`src/rtl/riscv_ctrl_pkg.sv`:
```
// Shared opcode constants, ALU-op classes, control bundle and FSM state for the ID/EX controller.
package riscv_ctrl_pkg;

  localparam logic [6:0] OPC_R    = 7'b0110011;
  localparam logic [6:0] OPC_I    = 7'b0010011;
  localparam logic [6:0] OPC_LW   = 7'b0000011;
  localparam logic [6:0] OPC_SW   = 7'b0100011;
  localparam logic [6:0] OPC_BR   = 7'b1100011;
  localparam logic [6:0] OPC_LUI  = 7'b0110111;
  localparam logic [6:0] OPC_JAL  = 7'b1101111;
  localparam logic [6:0] OPC_JALR = 7'b1100111;

  localparam logic [6:0] FUNCT7_M = 7'b0000001;

  localparam logic [1:0] ALUOP_ADD   = 2'b00;
  localparam logic [1:0] ALUOP_BR    = 2'b01;
  localparam logic [1:0] ALUOP_FUNCT = 2'b10;
  localparam logic [1:0] ALUOP_LUI   = 2'b11;

  typedef struct packed {
    logic       alu_src;
    logic       mem_to_reg;
    logic       reg_write;
    logic       mem_read;
    logic       mem_write;
    logic       branch;
    logic       jump;
    logic       mul_div;
    logic [1:0] alu_op;
  } ctrl_t;

  localparam ctrl_t CTRL_NOP = '0;

  typedef enum logic [0:0] {
    StIdle,
    StMulDiv
  } md_state_e;

endpackage

```
`src/rtl/ctrl_decoder.sv`:
```
// Combinational opcode decoder producing the ID-stage control bundle.
module ctrl_decoder
  import riscv_ctrl_pkg::*;
#(
  parameter bit EN_M    = 1'b1,
  parameter bit EN_JUMP = 1'b1
) (
  input  logic [6:0] Opcode,
  input  logic [6:0] Funct7,
  output ctrl_t      Ctrl,
  output logic       Illegal
);

  // Map each supported opcode to its control bundle; anything else is illegal and a no-op.
  always_comb begin
    Ctrl    = CTRL_NOP;
    Illegal = 1'b0;
    case (Opcode)
      OPC_R: begin
        Ctrl.reg_write = 1'b1;
        Ctrl.alu_op    = ALUOP_FUNCT;
        Ctrl.mul_div   = EN_M && (Funct7 == FUNCT7_M);
      end
      OPC_I: begin
        Ctrl.alu_src   = 1'b1;
        Ctrl.reg_write = 1'b1;
        Ctrl.alu_op    = ALUOP_FUNCT;
      end
      OPC_LW: begin
        Ctrl.alu_src    = 1'b1;
        Ctrl.mem_to_reg = 1'b1;
        Ctrl.reg_write  = 1'b1;
        Ctrl.mem_read   = 1'b1;
        Ctrl.alu_op     = ALUOP_ADD;
      end
      OPC_SW: begin
        Ctrl.alu_src   = 1'b1;
        Ctrl.mem_write = 1'b1;
        Ctrl.alu_op    = ALUOP_ADD;
      end
      OPC_BR: begin
        Ctrl.branch = 1'b1;
        Ctrl.alu_op = ALUOP_BR;
      end
      OPC_LUI: begin
        Ctrl.alu_src   = 1'b1;
        Ctrl.reg_write = 1'b1;
        Ctrl.alu_op    = ALUOP_LUI;
      end
      OPC_JAL: begin
        if (EN_JUMP) begin
          Ctrl.reg_write = 1'b1;
          Ctrl.jump      = 1'b1;
          Ctrl.alu_op    = ALUOP_ADD;
        end else begin
          Illegal = 1'b1;
        end
      end
      OPC_JALR: begin
        if (EN_JUMP) begin
          Ctrl.alu_src   = 1'b1;
          Ctrl.reg_write = 1'b1;
          Ctrl.jump      = 1'b1;
          Ctrl.alu_op    = ALUOP_ADD;
        end else begin
          Illegal = 1'b1;
        end
      end
      default: Illegal = 1'b1;
    endcase
  end

endmodule

```
`src/rtl/ctrl_pipe_unit.sv`:
```
// ID/EX control register with load-use / branch hazard handling and a multi-cycle mul/div hold.
module ctrl_pipe_unit
  import riscv_ctrl_pkg::*;
#(
  parameter bit          EN_M       = 1'b1,
  parameter bit          EN_JUMP    = 1'b1,
  parameter int unsigned MULDIV_LAT = 4
) (
  input  logic       clk,
  input  logic       rst_n,
  input  logic [6:0] Opcode,
  input  logic [6:0] Funct7,
  input  logic [4:0] Rs1,
  input  logic [4:0] Rs2,
  input  logic [4:0] Ex_Rd,
  input  logic       BranchTaken,
  output logic       Ex_ALUSrc,
  output logic       Ex_MemtoReg,
  output logic       Ex_RegWrite,
  output logic       Ex_MemRead,
  output logic       Ex_MemWrite,
  output logic       Ex_Branch,
  output logic       Ex_Jump,
  output logic       Ex_MulDiv,
  output logic [1:0] Ex_ALUOp,
  output logic       Stall,
  output logic       Flush_IfId,
  output logic       Busy,
  output logic       Illegal
);

  // The first EX cycle is spent in StIdle, so the counter covers the remaining cycles minus one.
  localparam logic [3:0] CntInit = 4'(MULDIV_LAT - 2);

  ctrl_t      w_dec;
  logic       w_illegal;
  ctrl_t      r_ex;
  md_state_e  r_state;
  logic [3:0] r_cnt;
  logic       w_in_md;
  logic       w_load_use;
  logic       w_hold;
  logic       w_bubble;

  ctrl_decoder #(
    .EN_M    (EN_M),
    .EN_JUMP (EN_JUMP)
  ) u_decoder (
    .Opcode  (Opcode),
    .Funct7  (Funct7),
    .Ctrl    (w_dec),
    .Illegal (w_illegal)
  );

  assign w_in_md    = (r_state == StMulDiv);
  assign w_load_use = r_ex.mem_read && (Ex_Rd != 5'd0) && ((Ex_Rd == Rs1) || (Ex_Rd == Rs2));
  // Keep the mul/div in EX from its first cycle until the last counted cycle.
  assign w_hold     = w_in_md ? (r_cnt != 4'd0) : r_ex.mul_div;
  assign w_bubble   = !w_in_md && (BranchTaken || w_load_use);

  assign Flush_IfId = !w_in_md && BranchTaken;
  assign Stall      = w_in_md || (w_load_use && !BranchTaken);
  assign Busy       = w_in_md;
  assign Illegal    = w_illegal;

  // ID/EX control register: hold during mul/div, bubble on hazards, else take the decode.
  always_ff @(posedge clk or negedge rst_n) begin
    if (!rst_n) begin
      r_ex <= CTRL_NOP;
    end else if (w_hold) begin
      r_ex <= r_ex;
    end else if (w_bubble) begin
      r_ex <= CTRL_NOP;
    end else begin
      r_ex <= w_dec;
    end
  end

  // Mul/div occupancy FSM with down-counter.
  always_ff @(posedge clk or negedge rst_n) begin
    if (!rst_n) begin
      r_state <= StIdle;
      r_cnt   <= 4'd0;
    end else begin
      case (r_state)
        StIdle: begin
          if (r_ex.mul_div) begin
            r_state <= StMulDiv;
            r_cnt   <= CntInit;
          end
        end
        StMulDiv: begin
          if (r_cnt == 4'd0) begin
            r_state <= StIdle;
          end else begin
            r_cnt <= r_cnt - 4'd1;
          end
        end
        default: r_state <= StIdle;
      endcase
    end
  end

  assign Ex_ALUSrc   = r_ex.alu_src;
  assign Ex_MemtoReg = r_ex.mem_to_reg;
  assign Ex_RegWrite = r_ex.reg_write;
  assign Ex_MemRead  = r_ex.mem_read;
  assign Ex_MemWrite = r_ex.mem_write;
  assign Ex_Branch   = r_ex.branch;
  assign Ex_Jump     = r_ex.jump;
  assign Ex_MulDiv   = r_ex.mul_div;
  assign Ex_ALUOp    = r_ex.alu_op;

endmodule

```
`config.mk`:
```
export PLATFORM = sky130hd
export DESIGN_NAME = ctrl_pipe_unit
export DESIGN_NICKNAME = d
export VERILOG_FILES = /design/src/rtl/riscv_ctrl_pkg.sv /design/src/rtl/ctrl_decoder.sv /design/src/rtl/ctrl_pipe_unit.sv
export SDC_FILE = /design/constraint.sdc
export NUM_CORES = 1
export LEC_CHECK = 0
export CAP_MARGIN = 10
export CORE_UTILIZATION = 24
export DETAILED_ROUTE_END_ITERATION = 8
export GPL_TIMING_DRIVEN = 0
export PLACE_DENSITY = 0.61
export SLEW_MARGIN = 20
export SYNTH_ARGS = -nofsm -noshare
export SYNTH_HDL_FRONTEND = slang
export SYNTH_SLANG_ARGS = --single-unit
```
`constraint.sdc`:
```
create_clock -name clk -period 4.2 [get_ports clk]
set_input_delay 0.63 -clock clk [delete_from_list [all_inputs] [get_ports clk]]
set_output_delay 0.63 -clock clk [all_outputs]
set_load 0.03 [all_outputs]
```
* Word level (Yosys, flattened, before mapping) *
Index checks and enable logic that the tools add are counted.
W data, S select, Z words.

word-level totals
  register bits after elaboration = 15
  output and inout port bits = 14
  logic and storage cells = 62

operators by class
  add/sub/neg operators = 1
  equal/unequal tests = 13
  muxes and demuxes = 17
  bitwise gates (word level) = 1
  reduce and logical (&&, ||, !) cells = 19

operators by type and width
  operator               count
  $eq A7 B6 Y1 const B   3
  $eq A7 B7 Y1 const B   3
  $mux W1                11
  $eq A5 B5 Y1           2
  $mux W10               1
  $mux W4                2
  $pmux W4 S2            1
  $reduce_or A8 Y1       1
  $eq A7 B1 Y1 const B   1
  $eq A7 B2 Y1 const B   1
  $eq A7 B5 Y1 const B   1
  $pmux W2 S3            1
  $reduce_or A6 Y1       1
  $logic_and A1 B1 Y1    5
  $reduce_bool A5 Y1     1
  $reduce_or A5 Y1       1
  $logic_not A4 Y1       1
  $ne A2 B2 Y1 const B   2
  $reduce_bool A4 Y1     1
  $reduce_or A2 Y1       2
  $sub A4 B1 Y4 const B  1
  $logic_or A1 B1 Y1     3
  $logic_not A1 Y1       2
  $pmux W1 S2            1
  2 further kinds        2

* Logic depth before layout (Yosys ltp) *
Gate-level depths: netlist of the first run.

  depth after elaboration = 6
  gate-level depth with buffers = 7
  mapped depth without buffers = 6

* Modules after synthesis *
A second synthesis of the first run with hierarchy kept.

second synthesis, totals
  cell total of the unflattened synthesis = 129
  area, all modules = 1,146.1 um2

modules (own cells, without submodules)
  module          instances  cells an instance  area each (um2)  seq. area each (um2)
  ctrl_pipe_unit  1          95                 903.4            375.4
  ctrl_decoder    1          34                 242.7            0.0

* Worst setup path after synthesis of the first run *
No wires, ideal clock.

  path type = input-to-output
  start = input port Ex_Rd[1]
  end = output port Stall
  data arrival time = 1.639 ns
  slack = 1.931 ns
  cell stages on the path = 4
  path buffers = 0
  path through = or4_4 > o21ai_4 > nor2_1 > a21o_1

between the ends
  word-level cells in the longest chain between the ends = 5
  elaborated cells between the ends (all ways) = 8
  those cells by class = 2 x eq/ne; 6 x reduce/logical

ends and longest elaborated chain
  element                                                           RTL line              RTL
  from (decl)                                                       ctrl_pipe_unit.sv:15  input logic [4:0] Ex_Rd,
  $eq A5 B5 Y1 / $reduce_bool A5 Y1 (equally long branches)         ctrl_pipe_unit.sv:56  assign w_load_use = r_ex.mem_read && (Ex_Rd != 5'd0) && ((Ex_Rd == Rs1) || (Ex_Rd == Rs2));
  $logic_or A1 B1 Y1 / $logic_and A1 B1 Y1 (equally long branches)  ctrl_pipe_unit.sv:56
  $logic_and A1 B1 Y1 (*)                                           ctrl_pipe_unit.sv:56
  $logic_and A1 B1 Y1 (*)                                           ctrl_pipe_unit.sv:62  assign Stall = w_in_md || (w_load_use && !BranchTaken);
  $logic_or A1 B1 Y1 (*)                                            ctrl_pipe_unit.sv:62
  to (decl)                                                         ctrl_pipe_unit.sv:26  output logic Stall,

Every way passes the cells marked *; elsewhere a longest branch is shown, timed or not.

* Final worst setup path of the first run *
Ends and elaborated chain as after synthesis.

==> impl_metrics.env, run 1 <==
export IMPL_finalSetupViolations=0
export IMPL_cts_setup_buffers=0
export IMPL_globalplace_congestion=0.817
export IMPL_cts_resized_gates=0
export IMPL_synthArstFlopShare_pct=100
export IMPL_drt_first_pass_iters=4
export IMPL_die_h_um=66.8
export IMPL_worstPathRequired_ns=3.57
export IMPL_reg2reg_slack_ns=2.31
export IMPL_yosysMostFrequentCell="nand2_1"
export IMPL_route_detailed_drc=0
export IMPL_fp_dieArea_mm2=0.00446
export IMPL_slowest_delay_ns=0.59
export IMPL_wl_met3_um=174
export IMPL_fin_cells=209
export IMPL_drv_slew=0
export IMPL_dr_wl_met2_mm=1.14
export IMPL_cts_max_level=1
export IMPL_via_per_inst=4.78
export IMPL_syn_cell_area_mm2=0.00101
export IMPL_min_period_ns=3.29
export IMPL_ys_ff_latch=14
export IMPL_ir_drop_mv=0.119
export IMPL_drv_cap=0
export IMPL_port_buffers=44
export IMPL_nFillCells=403
export IMPL_slew_headroom_pct=58.6
export IMPL_crit_path_end_kind="output pin"
export IMPL_cts_num_sinks=14
export IMPL_synth_edf_count=0
export IMPL_ys_warnings_count=0
export IMPL_skew_ns=0.00138
export IMPL_fmax_mhz=304
export IMPL_cp_slowest_cell="clkdlybuf4s50_1"
export IMPL_die_w_um=66.8
export IMPL_antenna_found_initial=0
export IMPL_nNetsFinal=193
export IMPL_grt_total_usage_pct=11.6
export IMPL_critPathMostFrequentCell="clkdlybuf4s50_1"
export IMPL_tightest_slew_ns=0.619
export IMPL_cts_made_buffers=3
export IMPL_start_util_pct=25.0
export IMPL_cp_start_kind="input pin"
export IMPL_top_layer_used="met4"
export IMPL_cts_tree="done"
export IMPL_placed_cells=205
export IMPL_drt_iter0_drc=52
export IMPL_vias=998
export IMPL_netlist_instances=111
export IMPL_syn_num_nets=144
export IMPL_outcome="finished, final reports clean"
export IMPL_synthTopCellsByCount="nand2_1, dfrtp_1, xnor2_1, nor2_1, o21ai_0"
export IMPL_grt_overflow_total=0
export IMPL_worstSetupPathType="input pin to output pin"
export IMPL_clk_pin_slew_worst_paths_ns=0.06
export IMPL_yosys_area_top_type="dfrtp_1"
export IMPL_yosys_most_used_dff="dfrtp_1"
export IMPL_design_core_area_mm2=0.00403
export IMPL_fin_crit_sh_pct=78.3
export IMPL_synth_top_area_share_pct=34.8
export IMPL_drive_above_1_share_pct=10.7
export IMPL_ioPinCount=46
export IMPL_rows=23
export IMPL_fin_setup_tns_ns=0
export IMPL_wl_met1_mm=1.01
export IMPL_yosysSeqAreaShare_pct=34.8
export IMPL_power_density_mw_per_mm2=216
export IMPL_syn_mean_instance_area_um2=9.07
export IMPL_rsz0062_at_grt="false"
export IMPL_n_antenna_cell=0
export IMPL_preCtsSetupSlack_ns=0.903
export IMPL_area_growth_pct=55.4
export IMPL_worst_slack_ns=0.913
export IMPL_ys_types=35
export IMPL_grt_pass1_wl_mm=4.02
export IMPL_grt_pass1_vias=962
export IMPL_wl_mm=2.33
export IMPL_wl_per_cell_um=11.2
export IMPL_clkLatencyLatePin_ns=0.24
export IMPL_grt_max_degree=15
export IMPL_dp_hpwl_mm=1.96
export IMPL_root_buffer="clkbuf_8"
export IMPL_p_leak_nw=0.626
export IMPL_hold_violations=0
export IMPL_worstRegToRegCells=7
export IMPL_hp_class="flip-flop to flip-flop"
export IMPL_whs_path_depth=2
export IMPL_holdBufCountCts=0
export IMPL_worst_ep_arrival_time_ns=2.66
export IMPL_crit_fanout=3
export IMPL_final_antenna_net_count=0
export IMPL_synthTopCellsByArea="dfrtp_1, xnor2_1, o41ai_2"
export IMPL_cp_cell_sequence="clkdlybuf4s50_1, or4_4, o21ai_4, nor2_1, a21o_1, clkdlybuf4s50_1"
export IMPL_postLayoutCoreUtil_pct=38.9
export IMPL_ctsLongestPathBuffers=2
## kinds of logic (layout without fill, tap and decap cells)
kind of cell | after synthesis | count (layout) | share of synthesized area [%]
and+or+nand+nor | 46 | 46 | 24.0
AOI/OAI and AO/OA | 28 | 28 | 23.9
DFF | 14 | 14 | 34.8
xor gates and xnor gates | 10 | 10 | 8.70
buffers and inverters | 10 | 58 | 5.34
muxes | 2 | 2 | 2.11
adders and majority gates | 1 | 1 | 1.24
## through the flow
stage	cell area (um2)	hold slack, ns	power, mW
after global routing	1570	0.502	0.357
after detailed placement	1510	0.474	0.212
after floorplan	1010	0.334	0.169
after global placement	1510	0.467	0.211
final	1570	0.486	0.339
after CTS	1570	0.489	0.342
## power by group
part / switching (mW) / total (mW) / internal, mW / leakage (nW)
sequential: 0.000709 / 0.137 / 0.136 / 0.195
clock: 0.0467 / 0.130 / 0.0829 / 0.0288
combinational: 0.0298 / 0.0724 / 0.0426 / 0.402
total: 0.0771 / 0.339 / 0.261 / 0.626
## worst max-delay path, delay by kind of cell
kind	cells	cell delay (ns)
AND/OR/NAND/NOR	2	0.63
buffers and inverters	2	1.06
AO/OA/AOI/OAI	2	0.34
## flip-flops by register name, summed over array words and instances, names as in the netlist
| register | count |
|---|---|
| Ex_Jump | 1 |
| Ex_MemtoReg | 1 |
| Ex_RegWrite | 1 |
| Busy | 1 |
| Ex_ALUSrc | 1 |
| Ex_Branch | 1 |
| r_cnt | 4 |
| Ex_MemWrite | 1 |
| Ex_ALUOp | 2 |
| Ex_MulDiv | 1 |
## worst paths after layout
check	start	endpoint
min in group asynchronous	rst_n	Ex_ALUOp[1]
hold / removal	Ex_RegWrite	Ex_RegWrite
setup reg to reg	r_cnt[0]	Ex_Jump
max in group asynchronous	rst_n	Ex_Jump
hold reg to reg	Ex_RegWrite	Ex_RegWrite
setup / recovery	Ex_Rd[1]	Stall
## routing by layer
layer  up-vias  global-route usage (%)
met5         -                       0
met4         0                    3.99
met3         2                    2.74
met2        42                    19.7
met1       459                    14.1
li1        495                       -
## layout by cell type (no fill, tap or decap), types with 4 or more instances in the layout
cell type,instances
inv_1,4
nand2b_1,4
clkdlybuf4s50_1,44
o41ai_2,5
o21ai_0,6
a21oi_1,4
clkbuf_8,4
dfrtp_1,14
nand2_1,18
xnor2_1,10
nor2_1,6
nand3_1,5
## final cells by class
| type | count | area, um2 | area share [%] |
|---|---|---|---|
| multi-input cells | 87 | 603 | 38.5 |
| well taps | 50 | 62.6 | 4.00 |
| repair buffers | 44 | 440 | 28.1 |
| inverters | 4 | 15.0 | 0.959 |
| flip-flops and latches | 14 | 350 | 22.4 |
| plain buffers | 6 | 38.8 | 2.48 |
| clock buffers | 4 | 55.1 | 3.52 |
No activity file was read; power rests on OpenSTA's default activity.
==> run 2: changes to the inputs <==
Settings changed: PLACE_DENSITY 0.61 to 0.63.
Clock period 4.2 ns to 2.7 ns, I/O delays scaled along.
==> impl_metrics.env, run 2 (synthesis gave the netlist of run 1 again) <==
export IMPL_outcome="finished, final reports clean"
export IMPL_drive_above_1_share_pct=12.0
export IMPL_tightest_slew_ns=0.657
export IMPL_rsz0062_at_grt="false"
export IMPL_via_per_inst=4.75
export IMPL_slew_headroom_pct=56.1
export IMPL_fp_dieArea_mm2=0.00446
export IMPL_rows=23
export IMPL_crit_fanout=3
export IMPL_cts_num_sinks=14
export IMPL_ff_latch_area_um2=350
export IMPL_grt_max_degree=15
export IMPL_wl_met1_mm=1.07
export IMPL_largest_register_ff_count=4
export IMPL_grt_pass1_vias=989
export IMPL_top_layer_used="met4"
export IMPL_cts_max_level=1
export IMPL_cts_made_buffers=3
export IMPL_drt_iter0_drc=21
export IMPL_grt_pass1_wl_mm=4.14
export IMPL_dp_hpwl_mm=2.12
export IMPL_p_leak_nw=0.629
export IMPL_die_w_um=66.8
export IMPL_hp_class="flip-flop to flip-flop"
export IMPL_drv_cap=0
export IMPL_top_register="r_cnt"
export IMPL_worst_ep_arrival_time_ns=2.21
export IMPL_port_buffers=44
export IMPL_clk_pin_slew_worst_paths_ns=0.05
export IMPL_vias=987
export IMPL_ir_drop_mv=0.184
export IMPL_root_buffer="clkbuf_8"
export IMPL_die_h_um=66.8
export IMPL_multiInputGateArea_um2=608
export IMPL_nNetsFinal=193
export IMPL_start_util_pct=25.0
export IMPL_globalplace_congestion=0.816
export IMPL_cp_cell_sequence="clkdlybuf4s50_1, or4_4, o21ai_4, nor2_1, a21o_1, dlygate4sd2_1"
export IMPL_ctsLongestPathBuffers=2
export IMPL_nFillCells=408
export IMPL_route_detailed_drc=0
export IMPL_fin_setup_tns_ns=0
export IMPL_cp_start_kind="input pin"
export IMPL_postLayoutCoreUtil_pct=38.7
export IMPL_final_antenna_net_count=0
export IMPL_crit_path_end_kind="output pin"
export IMPL_final_cell_mix="clkdlybuf4s50_1, nand2_1, dfrtp_1"
export IMPL_ioPinCount=46
export IMPL_power_density_mw_per_mm2=317
export IMPL_hold_violations=0
export IMPL_fmax_mhz=382
export IMPL_area_growth_pct=54.8
export IMPL_drv_slew=0
export IMPL_clkLatencyLatePin_ns=0.24
export IMPL_antenna_found_initial=0
export IMPL_holdBufCountCts=0
export IMPL_wl_met3_um=120
export IMPL_dr_wl_met2_mm=1.25
export IMPL_grt_overflow_total=0
export IMPL_worstPathRequired_ns=2.30
export IMPL_wl_per_cell_um=12.0
export IMPL_final_common_cell="clkdlybuf4s50_1"
export IMPL_slowest_delay_ns=0.58
export IMPL_cp_slowest_cell="or4_4"
export IMPL_fin_crit_sh_pct=96.9
export IMPL_skew_ns=0.00401
export IMPL_design_core_area_mm2=0.00403
export IMPL_worstSetupPathType="input pin to output pin"
export IMPL_finalSetupViolations=0
export IMPL_cts_setup_buffers=0
export IMPL_grt_total_usage_pct=12.2
export IMPL_min_period_ns=2.62
export IMPL_cts_tree="done"
export IMPL_n_antenna_cell=0
export IMPL_wl_mm=2.50
export IMPL_drt_first_pass_iters=4
## run 2: cell types whose count changed in the layout (fill, tap and decap cells not counted)
cell and delta:
clkbuf_8 -1, nor2b_1 -2, nor2b_2 +2, clkdlybuf4s50_1 -2, clkbuf_1 -1, clkbuf_2 +1, dlymetal6s2s_1 +1, dlygate4sd2_1 +1
## run 2: through the flow
stage	worst slack, ns	hold slack, ns	cells	instance area, um2	total power [mW]
floorplan	0.881	0.109	111	1010	0.263
global placement	-0.132	0.465	205	1510	0.328
detailed placement	-0.182	0.469	205	1510	0.330
CTS	0.0335	0.486	208	1550	0.499
global route	0.0236	0.496	208	1560	0.517
finish	0.0825	0.481	208	1560	0.495
## run 2: report_power, final
part	internal [mW]	switching, mW	total (mW)
clock network	0.0986	0.0697	0.168
logic	0.0667	0.0469	0.114
registers	0.212	0.00115	0.213
## run 2: critical path: cells and delay by family
family / cells / cell delay [ns]
buf+inv: 2 / 0.83
compound gates: 2 / 0.34
simple gates: 2 / 0.64
## run 2: worst paths after layout
path	from	end	slack (ns)	cells past startpoint
worst max-delay path	Ex_Rd[1]	Stall	0.08	6
worst min-delay path	Ex_Jump	Ex_Jump	0.48	2
worst max register to register	r_cnt[0]	Ex_Jump	0.85	7
worst min register to register	Ex_Jump	Ex_Jump	0.48	2
max in group asynchronous	rst_n	Ex_RegWrite	1.71	1
min in group asynchronous	rst_n	r_cnt[3]	0.56	1
## run 2: layer usage
metal,vias to the layer above,GRT usage (%)
met5,-,0
met4,0,6.38
met3,7,2.74
met2,27,21.7
met1,459,13.4
li1,494,-
## run 2: repair_timing
item	4_1_cts	5_1_grt
gates cloned	0	0
gates resized for setup	1	5
pin swaps	0	0
setup endpoints to repair	1	1
## run 2: layout make-up
cell class	instances	area share, %
Tap cell	50	4.01
Sequential cell	14	22.5
Inverter	4	0.963
Clock buffer	3	2.65
Buffer	6	2.57
Timing Repair Buffer	44	28.3
Multi-Input combinational cell	87	39.0
==> run 3: changes to the inputs <==
Settings changed: ABC_AREA set to 1, CTS_BUF_LIST set to sky130_fd_sc_hd__clkbuf_4 sky130_fd_sc_hd__clkbuf_8, PLACE_DENSITY 0.63 to 0.62.
==> impl_metrics.env, run 3 <==
export IMPL_outcome="finished, final reports clean"
export IMPL_tightest_slew_ns=0.627
export IMPL_nFillCells=483
export IMPL_via_per_inst=4.19
export IMPL_rsz0062_at_grt="false"
export IMPL_whs_ns=0.484
export IMPL_fmax_mhz=434
export IMPL_n_antenna_cell=0
export IMPL_ys_types=26
export IMPL_syn_cell_area_mm2=0.00109
export IMPL_vias=1139
export IMPL_grt_pass1_vias=1076
export IMPL_worst_ep_arrival_time_ns=1.90
export IMPL_drt_iter0_drc=35
export IMPL_fp_dieArea_mm2=0.00480
export IMPL_skew_ns=0.00219
export IMPL_top_register="r_cnt"
export IMPL_drv_cap=0
export IMPL_grt_pass1_wl_mm=4.40
export IMPL_cts_max_level=1
export IMPL_die_w_um=69.3
export IMPL_design_core_area_mm2=0.00435
export IMPL_startpoint="Opcode[6]"
export IMPL_final_common_cell="nand2_1"
export IMPL_ir_drop_mv=0.202
export IMPL_port_buffers=45
export IMPL_clk_pin_slew_worst_paths_ns=0.06
export IMPL_rows=24
export IMPL_yosys_most_used_dff="dfrtp_1"
export IMPL_start_util_pct=24.9
export IMPL_antenna_found_initial=0
export IMPL_largest_register_ff_count=4
export IMPL_globalplace_congestion=0.738
export IMPL_finalSetupViolations=0
export IMPL_crit_path_end_kind="output pin"
export IMPL_power_density_mw_per_mm2=314
export IMPL_area_growth_pct=53.0
export IMPL_reg2reg_slack_ns=1.27
export IMPL_clkLatencyLatePin_ns=0.24
export IMPL_yosysSeqAreaShare_pct=32.3
export IMPL_busiest_layer="met2"
export IMPL_grt_overflow_total=0
export IMPL_met3_usage_pct=3.34
export IMPL_p_leak_nw=0.880
export IMPL_synthTopCellsByCount="nand2_1, nor2_1, nand3_1"
export IMPL_grtUsageMet1_pct=13.5
export IMPL_endpoint="Illegal"
export IMPL_cts_made_buffers=3
export IMPL_ioPinCount=46
export IMPL_grt_util_met2_pct=19.6
export IMPL_syn_num_nets=204
export IMPL_hold_violations=0
export IMPL_hp_class="flip-flop to flip-flop"
export IMPL_fin_crit_sh_pct=85.3
export IMPL_syn_mean_instance_area_um2=6.35
export IMPL_worstRegToRegCells=10
export IMPL_cts_tree="done"
export IMPL_worstSetupPathType="input pin to output pin"
export IMPL_cts_num_sinks=14
export IMPL_ctsLongestPathBuffers=2
export IMPL_reg2reg_from="r_cnt[0]"
export IMPL_root_buffer="clkbuf_8"
export IMPL_wl_per_cell_um=9.25
export IMPL_cp_start_kind="input pin"
export IMPL_ys_warnings_count=0
export IMPL_drv_slew=0
export IMPL_cts_resized_gates=0
export IMPL_synth_edf_count=0
export IMPL_synth_top_area_share_pct=32.3
export IMPL_final_antenna_net_count=0
export IMPL_r2r_end="Ex_ALUOp[1]"
export IMPL_yosys_area_top_type="dfrtp_1"
export IMPL_dp_hpwl_mm=2.04
export IMPL_yosysMostFrequentCell="nand2_1"
export IMPL_netlist_instances=171
export IMPL_grt_max_degree=15
export IMPL_nNetsFinal=254
export IMPL_synthTopCellsByArea="dfrtp_1, nand2_1, nand3_1"
export IMPL_die_h_um=69.3
export IMPL_drt_first_pass_iters=4
export IMPL_wl_mm=2.52
export IMPL_holdBufCountCts=0
export IMPL_cts_setup_buffers=0
export IMPL_worstPathRequired_ns=2.30
export IMPL_drive_above_1_share_pct=15.0
export IMPL_ys_ff_latch=14
export IMPL_min_period_ns=2.30
export IMPL_final_cell_mix="nand2_1, clkdlybuf4s50_1, nor2_1"
export IMPL_slew_headroom_pct=58.1
export IMPL_synthArstFlopShare_pct=100
export IMPL_grt_total_usage_pct=11.1
export IMPL_crit_fanout=4
export IMPL_fin_setup_tns_ns=0
export IMPL_route_detailed_drc=0
run 3: cell types whose count changed in the layout (fill, tap and decap cells not counted), moves of 4 or more:
cell,change
o41ai_2,-5
inv_2,+14
nor2_1,+13
xnor2_1,-8
nand2b_1,-4
nand3_1,+12
inv_1,+10
nand2_2,+5
nand2_1,+41
run 3: kinds of logic (layout without fill, tap and decap cells):
kind of cell | Yosys count | after routing | synth area share (%)
AOI/OAI and AO/OA | 10 | 10 | 5.18
adders and majority gates | 1 | 1 | 1.15
buffers and inverters | 32 | 81 | 12.3
and+or+nand+nor | 112 | 112 | 47.5
DFF | 14 | 14 | 32.3
xor gates and xnor gates | 2 | 2 | 1.61
run 3: power by group:
| part | internal [mW] | switching [mW] |
|---|---|---|
| Sequential | 0.211 | 0.000579 |
| Clock | 0.129 | 0.0749 |
| Combinational | 0.0591 | 0.0469 |
run 3: routing by layer:
layer / up-vias / routed length (um) / share of wire [%]
li1: 624 / - / -
met1: 483 / 1140 / 45
met2: 32 / 1190 / 47
met3: 0 / 187 / 7.4
met4: 0 / 0 / 0
met5: - / 0 / 0
run 3: worst min-delay path by stage:
stage                start          end  cells after the start
2_1_floorplan        rst_n         Busy                      0
3_3_place_gp   Ex_RegWrite  Ex_RegWrite                      2
3_5_place_dp   Ex_MemWrite  Ex_MemWrite                      2
4_1_cts        Ex_RegWrite  Ex_RegWrite                      2
5_1_grt        Ex_ALUOp[0]  Ex_ALUOp[0]                      2
6_report       Ex_RegWrite  Ex_RegWrite                      2
run 3: layout make-up:
| class | instances | area [um2] | share of cell area [%] |
|---|---|---|---|
| clock buffer | 4 | 55.1 | 3.31 |
| sequential | 14 | 350 | 21.1 |
| timing repair buffer | 45 | 455 | 27.4 |
| buffer | 2 | 18.8 | 1.13 |
| tap | 52 | 65.1 | 3.92 |
| multi-input combinational | 125 | 602 | 36.2 |
| inverter | 30 | 115 | 6.93 |
run 3: worst max-delay path, cell delays in order:
cell             delay, ns
clkdlybuf4s50_1       0.53
inv_2                 0.06
nand3_1               0.08
inv_2                 0.04
nand2_1               0.11
nand3_2               0.12
nor3_1                0.23
dlymetal6s2s_1        0.32
run 3: metrics by stage:
stage | area, um2 | power, mW | setup WS (ns) | utilization, % | std cells
floorplan | 1090 | 0.257 | 0.831 | - | 171
global placement | 1600 | 0.322 | -0.0135 | 36.8 | 268
detailed placement | 1600 | 0.322 | 0.0213 | 36.8 | 268
CTS | 1660 | 0.530 | 0.00546 | 38.0 | 272
global route | 1660 | 0.553 | 0.319 | 38.2 | 272
finish | 1660 | 0.521 | 0.396 | 38.2 | 272
